--- src/rtl/ddr_test_pkg.sv ---
// Shared constants for the DDR input throughput test: FSM encoding,
// the 5-bit XNOR LFSR definition and the seeding limits.
package ddr_test_pkg;

  localparam int LFSR_W = 5;
  localparam int TAP_A  = 4;
  localparam int TAP_B  = 2;
  // XNOR feedback: the all-zero state is legal, all-ones is the lock state
  localparam logic XNOR_FB = 1'b1;

  localparam int SEED_CYCLES = 3;
  localparam int MAX_RETRY   = 3;
  localparam logic [LFSR_W-1:0] LOCK_PATTERN = 5'b11111;

  typedef enum logic [1:0] {
    ST_IDLE  = 2'd0,
    ST_SEED  = 2'd1,
    ST_CHECK = 2'd2,
    ST_DONE  = 2'd3
  } state_t;

endpackage

--- src/rtl/ddr_lfsr_check_ctrl_if.sv ---
// Control, captured DDR bit pair and result bundle of the checker.
interface ddr_lfsr_check_ctrl_if #(
  parameter int ERR_W = 8
);
  import ddr_test_pkg::*;

  logic             start;
  logic             abort;
  logic             din_early;
  logic             din_late;
  state_t           state;
  logic             busy;
  logic             done;
  logic             pass;
  logic             lockup;
  logic [ERR_W-1:0] err_count;

  modport master (
    output start, abort, din_early, din_late,
    input  state, busy, done, pass, lockup, err_count
  );

  modport slave (
    input  start, abort, din_early, din_late,
    output state, busy, done, pass, lockup, err_count
  );

endinterface

--- src/rtl/ddr_lfsr_step2.sv ---
// Advances the LFSR model by two bits: p0 is the earlier predicted bit,
// p1 the later one, s_next the state after both are shifted in.
module ddr_lfsr_step2
  import ddr_test_pkg::*;
(
  input  logic [LFSR_W-1:0] s,
  output logic              p0,
  output logic              p1,
  output logic [LFSR_W-1:0] s_next
);

  // p1 uses taps one position lower because p0 has already been shifted in
  assign p0     = XNOR_FB ^ s[TAP_A] ^ s[TAP_B];
  assign p1     = XNOR_FB ^ s[TAP_A-1] ^ s[TAP_B-1];
  assign s_next = {s[LFSR_W-3:0], p0, p1};

endmodule

--- src/rtl/ddr_lfsr_check_ctrl.sv ---
// Seeds a local LFSR model from the received DDR bit pairs, then counts
// mismatches against the free-running prediction for RUN_CYCLES cycles.
module ddr_lfsr_check_ctrl
  import ddr_test_pkg::*;
#(
  parameter int RUN_CYCLES = 64,
  parameter int ERR_W      = 8,
  parameter int CNT_W      = 8
) (
  input logic             clk,
  input logic             rst,
  ddr_lfsr_check_ctrl_if.slave bus
);

  localparam logic [ERR_W-1:0] ERR_MAX    = '1;
  localparam logic [CNT_W-1:0] RUN_LAST   = CNT_W'(RUN_CYCLES - 1);
  localparam logic [CNT_W-1:0] SEED_LAST  = CNT_W'(SEED_CYCLES - 1);
  localparam logic [1:0]       RETRY_LAST = 2'(MAX_RETRY - 1);

  state_t            r_state, w_state_next;
  logic [LFSR_W-1:0] r_s, w_s_next;
  logic [CNT_W-1:0]  r_run_cnt, w_run_cnt_next;
  logic [1:0]        r_retry, w_retry_next;
  logic [ERR_W-1:0]  r_err, w_err_next;
  logic              r_lockup, w_lockup_next;
  logic              r_pass, w_pass_next;

  logic              w_p0, w_p1;
  logic [LFSR_W-1:0] w_s_pred, w_s_seed;
  logic [1:0]        w_nerr;
  logic [ERR_W:0]    w_err_sum;
  logic [ERR_W-1:0]  w_err_sat;

  ddr_lfsr_step2 u_step (
    .s      (r_s),
    .p0     (w_p0),
    .p1     (w_p1),
    .s_next (w_s_pred)
  );

  assign w_s_seed  = {r_s[LFSR_W-3:0], bus.din_early, bus.din_late};
  assign w_nerr    = {1'b0, bus.din_early ^ w_p0} + {1'b0, bus.din_late ^ w_p1};
  // One extra bit catches the wrap so +1 or +2 near the top clamps to all-ones
  assign w_err_sum = {1'b0, r_err} + {{(ERR_W-1){1'b0}}, w_nerr};
  assign w_err_sat = w_err_sum[ERR_W] ? ERR_MAX : w_err_sum[ERR_W-1:0];

  always_ff @(posedge clk or posedge rst) begin
    if (rst) begin
      r_state   <= ST_IDLE;
      r_s       <= '0;
      r_run_cnt <= '0;
      r_retry   <= '0;
      r_err     <= '0;
      r_lockup  <= 1'b0;
      r_pass    <= 1'b0;
    end else begin
      r_state   <= w_state_next;
      r_s       <= w_s_next;
      r_run_cnt <= w_run_cnt_next;
      r_retry   <= w_retry_next;
      r_err     <= w_err_next;
      r_lockup  <= w_lockup_next;
      r_pass    <= w_pass_next;
    end
  end

  always_comb begin
    w_state_next   = r_state;
    w_s_next       = r_s;
    w_run_cnt_next = r_run_cnt;
    w_retry_next   = r_retry;
    w_err_next     = r_err;
    w_lockup_next  = r_lockup;
    w_pass_next    = r_pass;

    if (bus.abort) begin
      w_state_next = ST_IDLE;
    end else begin
      case (r_state)
        ST_IDLE, ST_DONE: begin
          if (bus.start) begin
            w_state_next   = ST_SEED;
            w_run_cnt_next = '0;
            w_retry_next   = '0;
            w_err_next     = '0;
            w_lockup_next  = 1'b0;
            w_pass_next    = 1'b0;
          end
        end
        ST_SEED: begin
          w_s_next       = w_s_seed;
          w_run_cnt_next = r_run_cnt + 1'b1;
          if (r_run_cnt == SEED_LAST) begin
            w_run_cnt_next = '0;
            if (w_s_seed == LOCK_PATTERN) begin
              w_retry_next = r_retry + 2'd1;
              if (r_retry == RETRY_LAST) begin
                w_lockup_next = 1'b1;
                w_state_next  = ST_DONE;
              end
            end else begin
              w_state_next = ST_CHECK;
            end
          end
        end
        ST_CHECK: begin
          w_s_next       = w_s_pred;
          w_err_next     = w_err_sat;
          w_run_cnt_next = r_run_cnt + 1'b1;
          if (r_run_cnt == RUN_LAST) begin
            w_run_cnt_next = '0;
            w_state_next   = ST_DONE;
            w_pass_next    = (w_err_sat == '0);
          end
        end
        default: w_state_next = ST_IDLE;
      endcase
    end
  end

  assign bus.state     = r_state;
  assign bus.busy      = (r_state == ST_SEED) || (r_state == ST_CHECK);
  assign bus.done      = (r_state == ST_DONE);
  assign bus.pass      = r_pass;
  assign bus.lockup    = r_lockup;
  assign bus.err_count = r_err;

endmodule

--- src/flat_wrapper.sv ---
// flat-port wrapper written by rule: the top's interface ports become plain ports
module ddr_lfsr_check_ctrl_flat import ddr_test_pkg::*;
#(
  parameter int RUN_CYCLES = 64,
  parameter int ERR_W      = 8,
  parameter int CNT_W      = 8
)
  (clk, rst, bus_start, bus_abort, bus_din_early, bus_din_late, bus_state, bus_busy, bus_done, bus_pass, bus_lockup, bus_err_count);
  ddr_lfsr_check_ctrl_if #(.ERR_W(ERR_W)) bus_i ();
  input logic clk;
  input logic rst;
  input wire logic [$bits(bus_i.start)-1:0] bus_start;
  input wire logic [$bits(bus_i.abort)-1:0] bus_abort;
  input wire logic [$bits(bus_i.din_early)-1:0] bus_din_early;
  input wire logic [$bits(bus_i.din_late)-1:0] bus_din_late;
  output wire logic [$bits(bus_i.state)-1:0] bus_state;
  output wire logic [$bits(bus_i.busy)-1:0] bus_busy;
  output wire logic [$bits(bus_i.done)-1:0] bus_done;
  output wire logic [$bits(bus_i.pass)-1:0] bus_pass;
  output wire logic [$bits(bus_i.lockup)-1:0] bus_lockup;
  output wire logic [$bits(bus_i.err_count)-1:0] bus_err_count;
  assign bus_i.start = bus_start;
  assign bus_i.abort = bus_abort;
  assign bus_i.din_early = bus_din_early;
  assign bus_i.din_late = bus_din_late;
  assign bus_state = bus_i.state;
  assign bus_busy = bus_i.busy;
  assign bus_done = bus_i.done;
  assign bus_pass = bus_i.pass;
  assign bus_lockup = bus_i.lockup;
  assign bus_err_count = bus_i.err_count;
  ddr_lfsr_check_ctrl #(.RUN_CYCLES(RUN_CYCLES), .ERR_W(ERR_W), .CNT_W(CNT_W)) u_core (.clk(clk), .rst(rst), .bus(bus_i));
endmodule
--- config.mk ---
export PLATFORM = sky130hd
export DESIGN_NAME = ddr_lfsr_check_ctrl_flat
export DESIGN_NICKNAME = d
export VERILOG_FILES = /design/src/rtl/ddr_test_pkg.sv /design/src/rtl/ddr_lfsr_check_ctrl_if.sv /design/src/rtl/ddr_lfsr_step2.sv /design/src/rtl/ddr_lfsr_check_ctrl.sv /design/src/flat_wrapper.sv
export SDC_FILE = /design/constraint.sdc
export NUM_CORES = 1
export LEC_CHECK = 0
export CORE_MARGIN = 4
export CORE_UTILIZATION = 59
export DETAILED_ROUTE_END_ITERATION = 7
export HOLD_SLACK_MARGIN = 0.08
export PLACE_DENSITY = 0.9
export SLEW_MARGIN = 20
export SYNTH_ARGS = -nofsm -noshare
export SYNTH_HDL_FRONTEND = slang
export SYNTH_SLANG_ARGS = --single-unit
export TNS_END_PERCENT = 100
--- constraint.sdc ---
create_clock -name clk -period 3.7 [get_ports clk]
set_input_delay 0.555 -clock clk [delete_from_list [all_inputs] [get_ports clk]]
set_output_delay 0.555 -clock clk [all_outputs]
set_load 0.05 [all_outputs]
# Yosys cells after proc, flatten, opt, wreduce, memory -nomap -nowiden
# Index checks and enable logic that the tools add are counted.
[totals]
reg_bits = 27
latch_bits = 0
mem_bits_rw = 0
rom_bits = 0
inputBits = 6
out_inout_bits = 14
wordCells = 73
mem_count = 0
[classes]
n_addsub = 4
multipliers = 0
div = 0
n_lt_le_gt_ge = 0
n_eq_ne = 16
shift = 0
n_mux = 25
n_bitwise = 7
n_reduce_logical = 14
[op_table]
columns = ["operator", "n"]
rows = [
  ["2-to-1 mux 8 bit", 4],
  ["one-hot mux 8 bit (3 select lines)", 1],
  ["2-to-1 mux 2 bit", 9],
  ["one-hot mux 8 bit (2 select lines)", 1],
  ["one-hot mux 5 bit (2 select lines)", 1],
  ["adder 8 x 2 -> 9 bit", 1],
  ["adder 8 x 1 -> 8 bit (second input constant)", 1],
  ["== test 8 x 2 -> 1 bit (second input constant)", 1],
  ["== test 8 x 6 -> 1 bit (second input constant)", 1],
  ["logical NOT 8 bit", 1],
  ["inequality test 2 x 1 -> 1 bit (second input constant)", 4],
  ["AND reduction 4 bit", 2],
  ["== test 2 bit (second input constant)", 3],
  ["inequality test 3 x 2 -> 1 bit (second input constant)", 2],
  ["one-hot mux 2 bit (3 select lines)", 1],
  ["AND reduction 6 bit", 1],
  ["nonzero test 2 bit", 3],
  ["== test 5 bit (second input constant)", 1],
  ["2-to-1 mux 1 bit", 5],
  ["AND reduction 5 bit", 1],
  ["inequality test 4 bit (second input constant)", 1],
  ["one-hot mux 1 bit (2 select lines)", 2],
  ["one-hot mux 2 bit (2 select lines)", 1],
  ["AND reduction 2 bit", 2],
  ["11 further kinds", 16],
]

# Depth between registers and ports, before layout
# Gate-level depths: netlist of the first run.
[depth]
word_depth = 9
ltp_mapped = 11
ltp_nobuf = 10

# Modules after synthesis
# Synthesis of the first run repeated with hierarchy kept, for this count alone.
[unflattened]
hier_cells = 182
area_unflattened_um2 = 1682.9
[by_module_without_submodules]
columns = ["module", "instances", "cells_per_inst", "area_each_um2", "seq_area_each_um2"]
rows = [
  ["ddr_lfsr_check_ctrl", 1, 175, 1627.8, 675.6],
  ["ddr_lfsr_step2", 1, 7, 55.1, 0.0],
]

# Worst setup path after synthesis of the first run
# No wires, ideal clock.
[synth_timing]
kind = "reg2reg"
start = "reg u_core.r_state[0] (netlist: u_core.bus.state[0])"
end = "reg u_core.r_run_cnt[5]"
setup_ns = 0.082
t_arrival_ns = 2.457
required_time_ns = 3.618
path_slack_ns = 1.162
stages_incl_launch_ff = 8
n_path_buf = 1
synth_period_minus_slack_ns = 2.538
path_cell_list = "dfrtp_1 -> inv_1 -> ha_1 -> nor2_1 -> a21boi_0 -> clkbuf_1 -> o21ai_0 -> a31oi_1"
[synth_via]
elab_chain_cells = 4
word_cells_on_any_way = 8
cone_classes = "eq/ne: 4; mux: 1; reduce/logical: 3"
[synth_rtl]
columns = ["element", "line", "text"]
rows = [
  ["start, declared", "ddr_lfsr_check_ctrl.sv:20", "state_t r_state, w_state_next;"],
  ["start signal, assigned", "ddr_lfsr_check_ctrl.sv:57", "r_state <= w_state_next;"],
  ["== test 2 bit / logical NOT 2 bit (equally long branches)", "ddr_lfsr_check_ctrl.sv:79", "case (r_state)"],
  ["OR reduction 2 bit", "ddr_lfsr_check_ctrl.sv:79", ""],
  ["inequality test 2 bit (no source line)", "n/a", ""],
  ["AND reduction 2 bit (no source line)", "n/a", ""],
  ["end signal, assigned", "ddr_lfsr_check_ctrl.sv:59", "r_run_cnt <= w_run_cnt_next;"],
  ["end, declared", "ddr_lfsr_check_ctrl.sv:22", "logic [CNT_W-1:0] r_run_cnt, w_run_cnt_next;"],
]
# Parallel ways exist; a longest one is shown, timed or not.
# A chain may end at the register's enable or synchronous reset.

# Worst setup path in the final report of the first run
[layout_timing]
start = "reg u_core.r_state[0] (netlist: u_core.bus.state[0])"
end = "out bus_busy"
[layout_via]
elab_chain_cells = 2
word_cells_on_any_way = 3
cone_classes = "eq/ne: 2; reduce/logical: 1"
[layout_rtl]
columns = ["element", "line", "text"]
rows = [
  ["== test 2 x 1 -> 1 bit / == test 2 bit (equally long branches)", "ddr_lfsr_check_ctrl.sv:122", "assign bus.busy = (r_state == ST_SEED) || (r_state == ST_CHECK);"],
  ["logical OR 1 bit *", "ddr_lfsr_check_ctrl.sv:122", ""],
  ["end, declared", "flat_wrapper.sv:17", "output wire logic [$bits(bus_i.busy)-1:0] bus_busy;"],
]
# Every way passes the cells marked *; elsewhere a longest branch is shown, timed or not.

==> results.py, run 1 <==
metrics = {
    "cts": {
        "cts_resized": 0,
        "numCtsBuffers": 3,
        "cts_root_buf": "clkbuf_4",
        "clkLatencyLatePin_ns": 0.33,
        "clock_path_buffers": 2,
        "tritoncts": "done",
        "clkSinkCount": 27,
        "postCtsSetupBuffers": 0,
        "clkTransAtPathRegs_ns": 0.15,
        "htreeDepth": 1,
        "cts-hold-fix-buffers": 0,
    },
    "outcome": {
        "status": "finished clean",
    },
    "layout": {
        "fin_area_mm2": 0.00190,
        "layout-drive-gt1-share_pct": 6.03,
        "final_util_pct": 69.6,
        "diodes": 0,
        "fill_cells": 213,
        "nNetsFinal": 214,
        "syn_to_final_growth_pct": 13.3,
    },
    "floorplan": {
        "io_pins": 20,
        "dieArea_mm2": 0.00377,
        "die_x_um": 61.4,
        "start_util_pct": 61.5,
        "core_mm2": 0.00273,
        "die_h_um": 61.4,
        "rows": 19,
    },
    "drt": {
        "drt_pre_antenna_iters": 4,
        "post_drt_wl_per_cell_um": 15.5,
        "viasPerCell": 6.37,
        "drc": 0,
        "ant_nets": 0,
        "wirelength_mm": 3.56,
        "vias": 1465,
        "drt_iter0_drc": 72,
    },
    "global_routing": {
        "grt_pass1_vias": 1331,
        "antenna_found_initial": 0,
        "grt_max_degree": 28,
        "grtUsageTotal_pct": 20.8,
        "grt-ovfl-total": 0,
        "grt_pass1_wl_mm": 5.80,
    },
    "hold_path": {
        "whs_path_depth": 2,
        "hold_path_class": "flip-flop to flip-flop",
    },
    "power_and_ir_drop": {
        "p_leak_uw": 0.000809,
        "p_per_area_mw_per_mm2": 667,
        "peakVddDrop_uv": 627,
    },
    "synthesis": {
        "synth_cell_types": 43,
        "synthArstFlopShare_pct": 100,
        "ys_seq_area_share_pct": 40.2,
        "synth_nets": 198,
        "ys_warn_count": 0,
        "syn_area_per_cell_um2": 9.13,
        "synth_edf_count": 0,
        "synth_area_mm2": 0.00168,
        "ys_ff_latch": 27,
        "synth_cells": 184,
        "synth_ff_type": "dfrtp_1",
    },
    "setup_path": {
        "cp.required_ns": 3.14,
        "worstPathMaxFanout": 6,
        "critPathArrivalTime_ns": 2.17,
        "ff2ff_path_depth": 10,
        "endpoint_kind": "output pin",
        "crit_type": "flip-flop to output pin",
        "startpoint_type": "flip-flop",
    },
    "placement": {
        "dpl_worst_slack_ns": 0.903,
        "gp_congestion": 0.873,
        "io_buffers": 19,
        "place_hpwl_mm": 2.68,
        "dpl_cell_area_mm2": 0.00188,
    },
    "timing": {
        "fin_ws_ns": 0.974,
        "rsz0062_at_grt": "no",
        "worstMarginPinSlew_ns": 1.01,
        "slew_headroom_pct": 32.8,
        "setup_violations": 0,
        "fin_crit_sh_pct": 73.7,
        "skew_ns": 0.00920,
        "finalHoldViolCount": 0,
        "holdWs_ns": 0.501,
        "fin_setup_tns_ns": 0,
        "min_period_ns": 2.73,
        "fmax_mhz": 367,
        "finalMaxSlewViolations": 0,
    },
    "run": {
        "drv_cap": 0,
    },
}
==> worst max-delay path, cell delays in order (launching register included) <==
cell             delay [ns]
dfrtp_1                0.50
inv_1                  0.07
ha_1                   0.39
inv_1                  0.08
clkdlybuf4s50_1        0.80
==> placed cells by master, fill, tap and decap left out, types with 4 or more instances in the layout <==
cell | netlist | final
a22o_1 | 5 | 5
mux2i_1 | 4 | 4
clkdlybuf4s50_1 | 0 | 19
inv_1 | 13 | 13
xnor2_1 | 5 | 5
and3_1 | 4 | 4
dfrtp_1 | 27 | 27
nor2_1 | 14 | 14
nand2_1 | 18 | 18
ha_1 | 7 | 7
o21ai_0 | 8 | 8
a21oi_1 | 11 | 11
a31oi_1 | 7 | 7
nand3_1 | 7 | 7
==> sequential cells by signal, indices dropped and copies added (netlist names) <==
register / flops
u_core.bus.err_count: 8
u_core.r_run_cnt: 8
u_core.r_s: 5
u_core.bus.state: 2
u_core.r_retry: 2
u_core.bus.lockup: 1
u_core.bus.pass: 1
==> synth_stat cells (3+ instances only) <==
library cell	count	area share [%]
mux2_2	3	2.0
ha_1	7	5.2
a41oi_1	3	1.6
nand2b_1	3	1.1
dfrtp_1	27	40
a31oi_1	7	2.6
xnor2_1	5	2.6
a21oi_1	11	3.3
nand3_1	7	2.1
o2bb2ai_1	3	1.6
a22o_1	5	2.6
clkbuf_1	8	1.8
inv_1	13	2.9
nor2_1	14	3.1
mux2i_1	4	2.4
o31ai_1	3	1.3
o21ai_0	8	2.4
and3_1	4	1.5
nand2_1	18	4.0
==> final timing paths <==
| path | startpoint | end | slack (ns) |
|---|---|---|---|
| setup / recovery | u_core.bus.state[0] | bus_busy | 0.97 |
| hold / removal | u_core.bus.pass | u_core.bus.pass | 0.50 |
| setup reg to reg | u_core.r_s[2] | u_core.bus.err_count[1] | 1.26 |
| hold reg to reg | u_core.bus.pass | u_core.bus.pass | 0.50 |
| max in group asynchronous | rst | u_core.bus.state[1] | 2.35 |
| min in group asynchronous | rst | u_core.r_run_cnt[2] | 0.73 |
==> power by group <==
group	leakage (µW)	total, µW	internal [µW]	switching, µW
Sequential	0.000359	430	359	70.7
Combinational	0.000432	709	281	428
Clock	0.0000177	130	40.7	89.0
Total	0.000809	1270	681	587
==> cell type report <==
class | instances | area [µm²] | area share [%]
clock buffer | 3 | 22.5 | 1.18
clock inverter | 1 | 5.00 | 0.263
inverter | 13 | 48.8 | 2.56
multi-input combinational | 135 | 915 | 48.1
sequential | 27 | 676 | 35.5
tap | 31 | 38.8 | 2.04
timing repair buffer | 20 | 198 | 10.4
==> metrics by stage <==
| step | cells | total power [µW] |
|---|---|---|
| after CTS | 230 | 1270 |
| after global routing | 230 | 1360 |
| final | 230 | 1270 |
| after floorplan | 184 | 967 |
| after global placement | 226 | 1120 |
| after detailed placement | 226 | 1140 |
==> per-layer routing <==
metal	vias up	GRT usage [%]	share of wire (%)
met2	42	35.2	49
met1	718	26.0	44
met3	5	2.94	5.6
met4	0	10.3	1.6
met5	-	0	0
li1	700	-	-
==> logic make-up after synthesis <==
kind of cell,after synthesis,share of synthesized area [%]
and+or+nand+nor,63,19.7
AOI/OAI and AO/OA,50,20.1
DFF,27,40.2
buffers and inverters,22,5.36
muxes,8,5.06
adders and majority gates,8,6.40
xor gates and xnor gates,6,3.13
Power figures use the tool's default switching activity.
==> inputs of run 2 (changes only) <==
- CORE_UTILIZATION: 59 -> 50
- PLACE_DENSITY: 0.9 -> 0.81
- clock period: 3.7 -> 2.3 ns (I/O delays scaled with it)
==> run 2 against run 1 <==
  * Largest cell class unchanged
  * Clock-buffer cell count rose by 1
  * Highest routed layer unchanged
  * Sequential share of layout area fell by 2.8 points
  * Critical path depth rose by 6
  * Worst setup slack got worse by 0.95 ns
  * Critical path type is now flip-flop to flip-flop
  * Hold slack got worse by 0.14 ns
  * Cell area rose by 9.0%
  * First-iteration DRC count rose by 32%
  * Clock skew barely moved
  * Routed wire length rose by 4.0%
  * Via count rose by 2.4%
  * Clock power rose by 59%
  * Register-to-register slack got worse by 1.2 ns
==> results.py, run 2 (synthesis results as in run 1) <==
metrics = {
    "outcome": {
        "status": "finished clean",
    },
    "cts": {
        "numCtsBuffers": 3,
        "htreeDepth": 1,
        "clkSinkCount": 27,
        "clkLatencyLatePin_ns": 0.33,
        "clkTransAtPathRegs_ns": 0.14,
        "clock_path_buffers": 2,
        "tritoncts": "done",
        "cts_root_buf": "clkbuf_4",
    },
    "timing": {
        "worstMarginPinSlew_ns": 0.536,
        "fin_crit_sh_pct": 99.0,
        "skew_ns": 0.00938,
        "fmax_mhz": 439,
        "rsz0062_at_grt": "yes",
        "finalHoldViolCount": 0,
        "min_period_ns": 2.28,
        "finalMaxSlewViolations": 0,
        "holdWs_ns": 0.356,
        "slew_headroom_pct": 64.1,
        "setup_violations": 0,
    },
    "power_and_ir_drop": {
        "p_per_area_mw_per_mm2": 1060,
        "peakVddDrop_uv": 722,
        "fin_total_pwr_uw": 2200,
        "p_leak_uw": 0.000882,
    },
    "drt": {
        "wirelength_mm": 3.70,
        "top_layer": "met4",
        "wl_met3_um": 166,
        "met1Wirelength_mm": 1.73,
        "drt_pre_antenna_iters": 4,
        "post_drt_wl_per_cell_um": 14.4,
        "viasPerCell": 5.84,
        "wl_met2_mm": 1.74,
        "ant_nets": 0,
        "drc": 0,
        "vias": 1500,
        "drt_iter0_drc": 95,
    },
    "setup_path": {
        "critPathArrivalTime_ns": 2.52,
        "cp_top_family": "adder cells",
        "crit_path_cell_trace": "xnor2_2, xnor2_1, fa_2, inv_2, ha_4, nand3_1, or3_4, o31ai_1, a31oi_1, o31ai_1",
        "reg2reg_to": "u_core.bus.pass",
        "startpoint_type": "flip-flop",
        "r2r_slack_ns": 0.02,
        "cp_common_cell": "o31ai_1",
        "slowest_delay_ns": 0.43,
        "crit_type": "flip-flop to flip-flop",
        "regToRegStartpoint": "u_core.r_s[4]",
        "worstPathMaxFanout": 5,
        "ff2ff_path_depth": 10,
        "endpoint_kind": "flip-flop",
        "crit_slowest_cell": "dfrtp_1",
        "worst-path-buf-inv": 1,
        "cp.required_ns": 2.54,
    },
    "global_routing": {
        "antenna_found_initial": 0,
        "grtUsageTotal_pct": 18.4,
        "grt_pass1_vias": 1387,
        "grt-ovfl-total": 0,
        "grt_pass1_wl_mm": 6.20,
        "grt_max_degree": 28,
    },
    "floorplan": {
        "io_pins": 20,
        "core_mm2": 0.00313,
        "dieArea_mm2": 0.00435,
        "rows": 20,
        "die_x_um": 66.0,
        "start_util_pct": 53.7,
        "die_h_um": 66.0,
    },
    "layout": {
        "final_cell_mix": "dfrtp_1 (25), nand2_1 (18), clkdlybuf4s50_1 (18)",
        "layout-drive-gt1-share_pct": 18.3,
        "diodes": 0,
        "final-instance-count-excl-fill": 257,
        "final_common_cell": "dfrtp_1",
        "nNetsFinal": 228,
        "syn_to_final_growth_pct": 23.5,
    },
    "hold_path": {
        "hold_path_class": "input port to asynchronous set/reset pin",
    },
    "placement": {
        "io_buffers": 19,
        "gp_congestion": 0.835,
        "place_hpwl_mm": 2.73,
        "dp_cells": 252,
    },
    "run": {
        "drv_cap": 0,
    },
}
run 2: timing repair:
action,CTS,global route
hold endpoints to repair,0,0
buffers inserted,0,1
hold buffers,0,0
pin swaps,2,2
setup endpoints to repair,5,9
gates resized for setup,7,4
run 2: area by class of cell:
| type | instances | area (µm²) |
|---|---|---|
| multi-input combinational | 135 | 966 |
| tap | 44 | 55.1 |
| inverter | 13 | 48.8 |
| timing repair buffer | 34 | 300 |
| fill | 244 | 1050 |
| clock buffer | 4 | 26.3 |
| sequential | 27 | 678 |
run 2: power by group:
| group | leakage (µW) | internal (µW) | switching, µW | total [µW] |
|---|---|---|---|---|
| combinational | 0.000511 | 559 | 738 | 1300 |
| clock | 0.0000150 | 68.1 | 139 | 207 |
| sequential | 0.000356 | 581 | 118 | 699 |
| total | 0.000882 | 1210 | 994 | 2200 |
run 2: routing by layer:
| metal | track usage, % | vias to the layer above |
|---|---|---|
| met3 | 2.72 | 7 |
| met4 | 6.85 | 0 |
| met5 | 0 | - |
| met2 | 30.4 | 48 |
| met1 | 24.2 | 719 |
| li1 | - | 726 |
run 2: how the worst max path moves through the flow:
stage | slack (ns) | cells after the start | start | end
finish | 0.02 | 10 | u_core.r_s[4] | u_core.bus.pass
global placement | -0.16 | 10 | bus_din_early | u_core.bus.pass
floorplan | 0.004 | 6 | u_core.r_run_cnt[2] | u_core.r_retry[1]
CTS | 0.03 | 10 | u_core.r_s[2] | u_core.bus.pass
detailed placement | -0.24 | 10 | bus_din_early | u_core.bus.pass
global route | -0.1 | 10 | u_core.r_s[4] | u_core.bus.pass
run 2: worst min-delay path, delay by kind of cell:
| family | cells | cell delay (ns) |
|---|---|---|
| buf+inv | 3 | 0.77 |
run 2: stage by stage:
step | util [%] | setup WS (ns) | cell area, µm² | setup TNS (ns)
2_1_floorplan | - | 0.00385 | 1690 | 0
3_3_place_gp | 63.7 | -0.161 | 1990 | -0.650
3_5_place_dp | 63.7 | -0.238 | 1990 | -1.09
4_1_cts | 65.6 | 0.0283 | 2050 | 0
5_1_grt | 66.3 | -0.0974 | 2070 | -0.0998
6_report | 66.3 | 0.0229 | 2070 | 0
